File: config.mk
export PLATFORM = sky130hd
export DESIGN_NAME = radio_uplink_tx
export DESIGN_NICKNAME = d
export VERILOG_FILES = /design/src/rtl/radio_uplink_tx.sv
export SDC_FILE = /design/constraint.sdc
export NUM_CORES = 1
export LEC_CHECK = 0
export BUFFER_PORTS_ARGS = -buffer_cell sky130_fd_sc_hd__buf_2
export CORE_UTILIZATION = 54
export DETAILED_ROUTE_END_ITERATION = 16
export PLACE_DENSITY_LB_ADDON = 0.1
export SLEW_MARGIN = 20
export SYNTH_ARGS = -nofsm -noshare
export SYNTH_HDL_FRONTEND = slang
export SYNTH_SLANG_ARGS = --single-unit
File: constraint.sdc
create_clock -name clk -period 2.2 [get_ports clk]
set_input_delay 0.11 -clock clk [delete_from_list [all_inputs] [get_ports clk]]
set_output_delay 0.11 -clock clk [all_outputs]
set_load 0.01 [all_outputs]
File: src/rtl/radio_uplink_tx.sv
// rtl/radio_uplink_tx.sv - FIFO-fed 14-bit word serialiser for the four-wire radio uplink
// Optional corrupt-frame injection on the final dibit: RADIO_UPLINK_ERRINJ_EN
`timescale 1ns/1ps
module radio_uplink_tx #(
    parameter int PHASE_CYCLES = 8,
    parameter int FIFO_AW      = 2
) (
    input  logic        clk,
    input  logic        rst,
    input  logic        wr_en,
    input  logic [15:0] wr_data,
    output logic        full,
    output logic        empty,
    output logic        busy,
    output logic        done,
    output logic        RPULSE,
    output logic        RD1,
    output logic        RD0,
    output logic        RCHECK
);
    localparam int FIFO_DEPTH = 1 << FIFO_AW;
    localparam int CW         = $clog2(PHASE_CYCLES);

    localparam logic [2:0] S_IDLE  = 3'd0;
    localparam logic [2:0] S_SYNC  = 3'd1;
    localparam logic [2:0] S_GAP   = 3'd2;
    localparam logic [2:0] S_SETUP = 3'd3;
    localparam logic [2:0] S_PULSE = 3'd4;
    localparam logic [2:0] S_END   = 3'd5;

    logic [FIFO_AW:0] wr_ptr_q, wr_ptr_d, rd_ptr_q, rd_ptr_d;
    logic [14:0]      mem_q [FIFO_DEPTH];
    logic [14:0]      mem_d [FIFO_DEPTH];
    logic [14:0]      head;
    logic             push, pop;

    logic [2:0]    state_q, state_d;
    logic [CW-1:0] cnt_q, cnt_d;
    logic [13:0]   sr_q, sr_d;
    logic [2:0]    n_q, n_d;
    logic          corrupt_q, corrupt_d;
    logic          done_q, done_d;
    logic          rpulse_q, rpulse_d, rd1_q, rd1_d, rd0_q, rd0_d, rcheck_q, rcheck_d;
    logic          phase_last, inject;
    logic          unused_wr_msb;

    assign unused_wr_msb = wr_data[15];

    // Extra pointer bit distinguishes full from empty when the indices match.
    assign empty = (wr_ptr_q == rd_ptr_q);
    assign full  = (wr_ptr_q[FIFO_AW] != rd_ptr_q[FIFO_AW]) &&
                   (wr_ptr_q[FIFO_AW-1:0] == rd_ptr_q[FIFO_AW-1:0]);
    assign push  = wr_en && !full;
    assign head  = mem_q[rd_ptr_q[FIFO_AW-1:0]];

    assign phase_last = (cnt_q == CW'(PHASE_CYCLES - 1));

    always_comb begin
        wr_ptr_d = wr_ptr_q;
        mem_d    = mem_q;
        if (push) begin
            mem_d[wr_ptr_q[FIFO_AW-1:0]] = wr_data[14:0];
            wr_ptr_d = wr_ptr_q + 1'b1;
        end
        rd_ptr_d = pop ? rd_ptr_q + 1'b1 : rd_ptr_q;
    end

    always_comb begin
        state_d   = state_q;
        sr_d      = sr_q;
        n_d       = n_q;
        corrupt_d = corrupt_q;
        done_d    = 1'b0;
        pop       = 1'b0;
        cnt_d     = '0;
        if (state_q != S_IDLE && !phase_last)
            cnt_d = cnt_q + 1'b1;
        case (state_q)
            S_IDLE: begin
                if (!empty) begin
                    pop       = 1'b1;
                    sr_d      = head[13:0];
                    corrupt_d = head[14];
                    n_d       = 3'd0;
                    state_d   = S_SYNC;
                end
            end
            S_SYNC:  if (phase_last) state_d = S_GAP;
            S_GAP:   if (phase_last) state_d = S_SETUP;
            S_SETUP: if (phase_last) state_d = S_PULSE;
            S_PULSE: begin
                if (phase_last) begin
                    sr_d = {sr_q[11:0], 2'b00};
                    if (n_q == 3'd6) begin
                        state_d = S_END;
                    end else begin
                        n_d     = n_q + 1'b1;
                        state_d = S_SETUP;
                    end
                end
            end
            S_END: begin
                if (phase_last) begin
                    state_d = S_IDLE;
                    done_d  = 1'b1;
                end
            end
            default: state_d = S_IDLE;
        endcase
    end

`ifdef RADIO_UPLINK_ERRINJ_EN
    assign inject = corrupt_d && (n_d == 3'd6);
`else
    assign inject = 1'b0;
`endif

    // Outputs are decoded from next-state values so the pins change on the same edge as the state.
    always_comb begin
        rpulse_d = 1'b0;
        rd1_d    = 1'b0;
        rd0_d    = 1'b0;
        rcheck_d = 1'b0;
        case (state_d)
            S_SYNC: begin
                rpulse_d = 1'b1;
                rd1_d    = 1'b1;
                rd0_d    = 1'b1;
                rcheck_d = 1'b1;
            end
            S_SETUP, S_PULSE: begin
                rpulse_d = (state_d == S_PULSE);
                rd1_d    = sr_d[13];
                rd0_d    = sr_d[12];
                rcheck_d = sr_d[13] ^ sr_d[12] ^ inject;
            end
            default: ;
        endcase
    end

    always_ff @(posedge clk or posedge rst) begin
        if (rst) begin
            wr_ptr_q  <= '0;
            rd_ptr_q  <= '0;
            for (int i = 0; i < FIFO_DEPTH; i++) mem_q[i] <= '0;
            state_q   <= S_IDLE;
            cnt_q     <= '0;
            sr_q      <= '0;
            n_q       <= '0;
            corrupt_q <= 1'b0;
            done_q    <= 1'b0;
            rpulse_q  <= 1'b0;
            rd1_q     <= 1'b0;
            rd0_q     <= 1'b0;
            rcheck_q  <= 1'b0;
        end else begin
            wr_ptr_q  <= wr_ptr_d;
            rd_ptr_q  <= rd_ptr_d;
            mem_q     <= mem_d;
            state_q   <= state_d;
            cnt_q     <= cnt_d;
            sr_q      <= sr_d;
            n_q       <= n_d;
            corrupt_q <= corrupt_d;
            done_q    <= done_d;
            rpulse_q  <= rpulse_d;
            rd1_q     <= rd1_d;
            rd0_q     <= rd0_d;
            rcheck_q  <= rcheck_d;
        end
    end

    assign busy   = (state_q != S_IDLE);
    assign done   = done_q;
    assign RPULSE = rpulse_q;
    assign RD1    = rd1_q;
    assign RD0    = rd0_q;
    assign RCHECK = rcheck_q;
endmodule

==> parameters.txt <==
Parameter                              Value

STA
  Min Clock Period, post-route ... ~1900 ps
  Hold_ws ... between 20 and 25 ps
  Number of setup violations in the final report ... 0
  Slew at the pin closest to its max-slew limit ... 491 ps
  Max Slew Vio Count ... 0
  Relative slew slack ... around two thirds
  Skew final ... 12.3 ps
  Setup repair after global routing missed its margin ... no
  Slack of the critical path ... 346 ps
  Maximum clock rate ... between 0.5 and 0.6 GHz
  Fin crit share ... a little over four fifths
  Aggregate negative setup slack ... 0 ps
  Final hold violation count ... 0

Critical path
  Number of cells traversed by the worst register-to-register path ... 5
  Critical path cell sequence ... xnor2_2 -> buf_4 -> a31oi_2 -> buf_4 -> xor2_1
  Start-to-end type of the worst setup path ... flip-flop to flip-flop
  Startpoint class of the critical path ... flip-flop
  Number of buffers and inverters on the critical path ... 2
  Maximum single-stage delay on the critical path ... around 520 ps
  Worst-path cell with the longest stage delay ... sky130_fd_sc_hd__dfrtp_1
  Data required time of the worst path ... roughly 2500 ps
  Arrival time of the worst setup path ... around 2100 ps
  Crit. End Element ... flip-flop
  Largest fanout on the critical path ... 9
  Total stage count of the critical path ... 5
  Most numerous cell on the critical path ... sky130_fd_sc_hd__buf_4
  Delay-heaviest family, CP ... flip-flops

Place
  Worst slack at placement ... around 340 ps
  Port buffer count ... 24
  Gpl congestion ... 0.773
  Placed wire-length estimate ... roughly 5000 um

Worst hold path
  Hold Path Depth ... 2
  Hold WC Path Type ... primary input to flip-flop

Pwr
  Leak Pwr ... about 2.1 nW
  Power Total ... roughly 0.0052 W
  Ratio of total power to cell area ... 1100 nW/um2
  VDD IR-drop max ... approximately 0.00064 V

Logic synthesis
  Mean instance size in the synthesized netlist ... between 10 and 15 um2
  Warning count from the yosys run ... 0
  Number of flip-flops and latches in the synthesized netlist ... 90
  Cell area after technology mapping ... 4230 um2
  Number of flops mapped to enable cells by yosys ... 0
  Most used DFF post-synth ... sky130_fd_sc_hd__dfrtp_1
  Total nets after synthesis ... ~350
  Share of async-settable or async-resettable flops after synthesis ... between 90% and 100%
  Cells after Synth ... approximately 320
  Netlist cell types ... 39
  Part of the Yosys area used for sequential elements ... a little over half

Layout
  Share of final-layout standard cells stronger than drive strength 1 ... between 30 and 40%
  Count of nets after finishing ... between 300 and 400
  Fillcell total ... ~590
  Commonest cells after routing, fill and taps aside ... sky130_fd_sc_hd__dfrtp_1 (90), sky130_fd_sc_hd__mux2_2 (53), sky130_fd_sc_hd__nand2_1 (32)
  Ant diodes ... 0
  Post-route core utilization ... 63.7%
  Synthesis-to-finish area growth ... 11.7%
  Commonest non-fill, non-tap cell in the layout ... sky130_fd_sc_hd__dfrtp_1

Die
  FP Rows ... 31
  Core Box Area ... 7410 um2
  Die extent in y ... around 90 um
  Total die area ... 8190 um2
  Effective utilization at floorplan ... between 50% and 60%
  Die X-Extent ... about 90 um
  I/O pins ... 27

Global route
  Initial antenna violation count ... 0
  Pin count of the biggest net entering global routing ... between 90 and 100
  Total global routing overflow ... 0
  Vias in the first global route ... about 2,500
  Wire length of the first global-routing pass ... around 13,000 um
  Overall global routing resource usage ... 19.9%

CTS
  CTS tree ... done
  Largest buffer count on any clock path ... 2
  Setup bufs post-CTS ... 0
  Clock tree sinks ... 90
  Total CTS buffers ... 9
  H-tree depth reported by CTS ... 3
  Reg clk slew, reported paths ... around 90 ps
  Root Buffer Master ... sky130_fd_sc_hd__clkbuf_8
  Clk Latency, worst-skew pair ... roughly 360 ps

Drt
  Number of nets with antenna violations after detailed routing ... 0
  Number of DRC markers in iteration 0 ... 132
  Total Wirelength ... roughly 7400 um
  DRC violation count after routing ... 0
  DR vias ... 2,500
  Drt via density ... around 5.5
  DRT Pass-1 Iters ... 4
  Mean routed wirelength per cell ... approximately 16 um

Flow run
  Number of maximum-capacitance constraint violations ... 0

Run status
  Result of the run ... completed
[cell type report]
class / instances / area [um2] / share of cell area, %
clock buffers: 10 / 128 / 2.70
multi-input cells: 203 / 1840 / 39.0
flip-flops and latches: 90 / 2250 / 47.7
inverters: 9 / 37.5 / 0.795
clock inverters: 6 / 91.3 / 1.93
repair buffers: 39 / 248 / 5.25
well taps: 99 / 124 / 2.62
[final timing paths]
path,from,end,slack (ps)
worst max-delay path,rd_ptr_q[1],rd_ptr_q[0],350
worst min-delay path,wr_data[13],mem_q[13],20
worst max register to register,rd_ptr_q[1],rd_ptr_q[0],350
worst min register to register,cnt_q[0],cnt_q[0],440
max in group asynchronous,rst,mem_q[52],1410
min in group asynchronous,rst,mem_q[58],410
[stage by stage]
| step | instances | instance area (um2) |
|---|---|---|
| 3_3_place_gp | 439 | 4490 |
| 4_1_cts | 456 | 4720 |
| 3_5_place_dp | 439 | 4490 |
| 6_report | 456 | 4720 |
| 5_1_grt | 456 | 4720 |
| 2_1_floorplan | 319 | 4230 |
[power by group]
group	leakage (nW)	switching [W]	total, W	internal [W]
Clock	0.0987	0.000591	0.00123	0.000642
Combinational	0.926	0.000566	0.00144	0.000877
Sequential	1.11	0.000284	0.00250	0.00221
Total	2.14	0.00144	0.00517	0.00373
[sequential cells by signal, summed over array words and instances, names as in the netlist]
name,flops
RPULSE,1
RCHECK,1
done,1
sr_q,14
cnt_q,3
state_q,3
mem_q,56
n_q,3
rd_ptr_q,3
RD1,1
wr_ptr_q,3
RD0,1
[cells by family (layout without fill, tap and decap cells)]
group,count (synthesis),after routing,synth area share (%)
buf+inv,26,64,3.34
mux,71,71,22.6
xor+xnor,11,11,2.81
fa+ha+maj,10,10,2.96
simple gates,75,75,9.32
flops,90,90,53.3
compound gates,36,36,5.65
[what timing repair did]
action / in CTS / in global routing
gates resized for setup: 0 / 0
hold endpoints to repair: 90 / 0
hold buffers: 1 / 0
[metal layers]
| layer | part of all wire, % | track usage [%] |
|---|---|---|
| met1 | 50 | 29.2 |
| met5 | 0 | 0 |
| met4 | 1.6 | 7.12 |
| met3 | 2.4 | 4.12 |
| met2 | 46 | 29.5 |
[Yosys cell counts (all sizes together), types with 2 or more instances]
library cell  instances  area [um2]
a21oi                 2        10.0
a22oi                11        82.6
a311o                 2        20.0
and2                  2        12.5
and3                  2        12.5
buf                   9        76.3
clkbuf                8        31.3
dfrtp                90        2250
ha                   10         125
inv                   9        33.8
mux2                 57         642
mux4                 14         315
nand2                36         165
nand2b                2        12.5
nand3                 4        20.0
nand4                 3        18.8
nand4b                2        30.0
nor2                 15        58.8
nor3                  4        25.0
nor4b                 2        17.5
o21ai                16        80.1
xnor2                 8        92.6
xor2                  3        26.3
No activity file was read; power rests on OpenSTA's default activity.
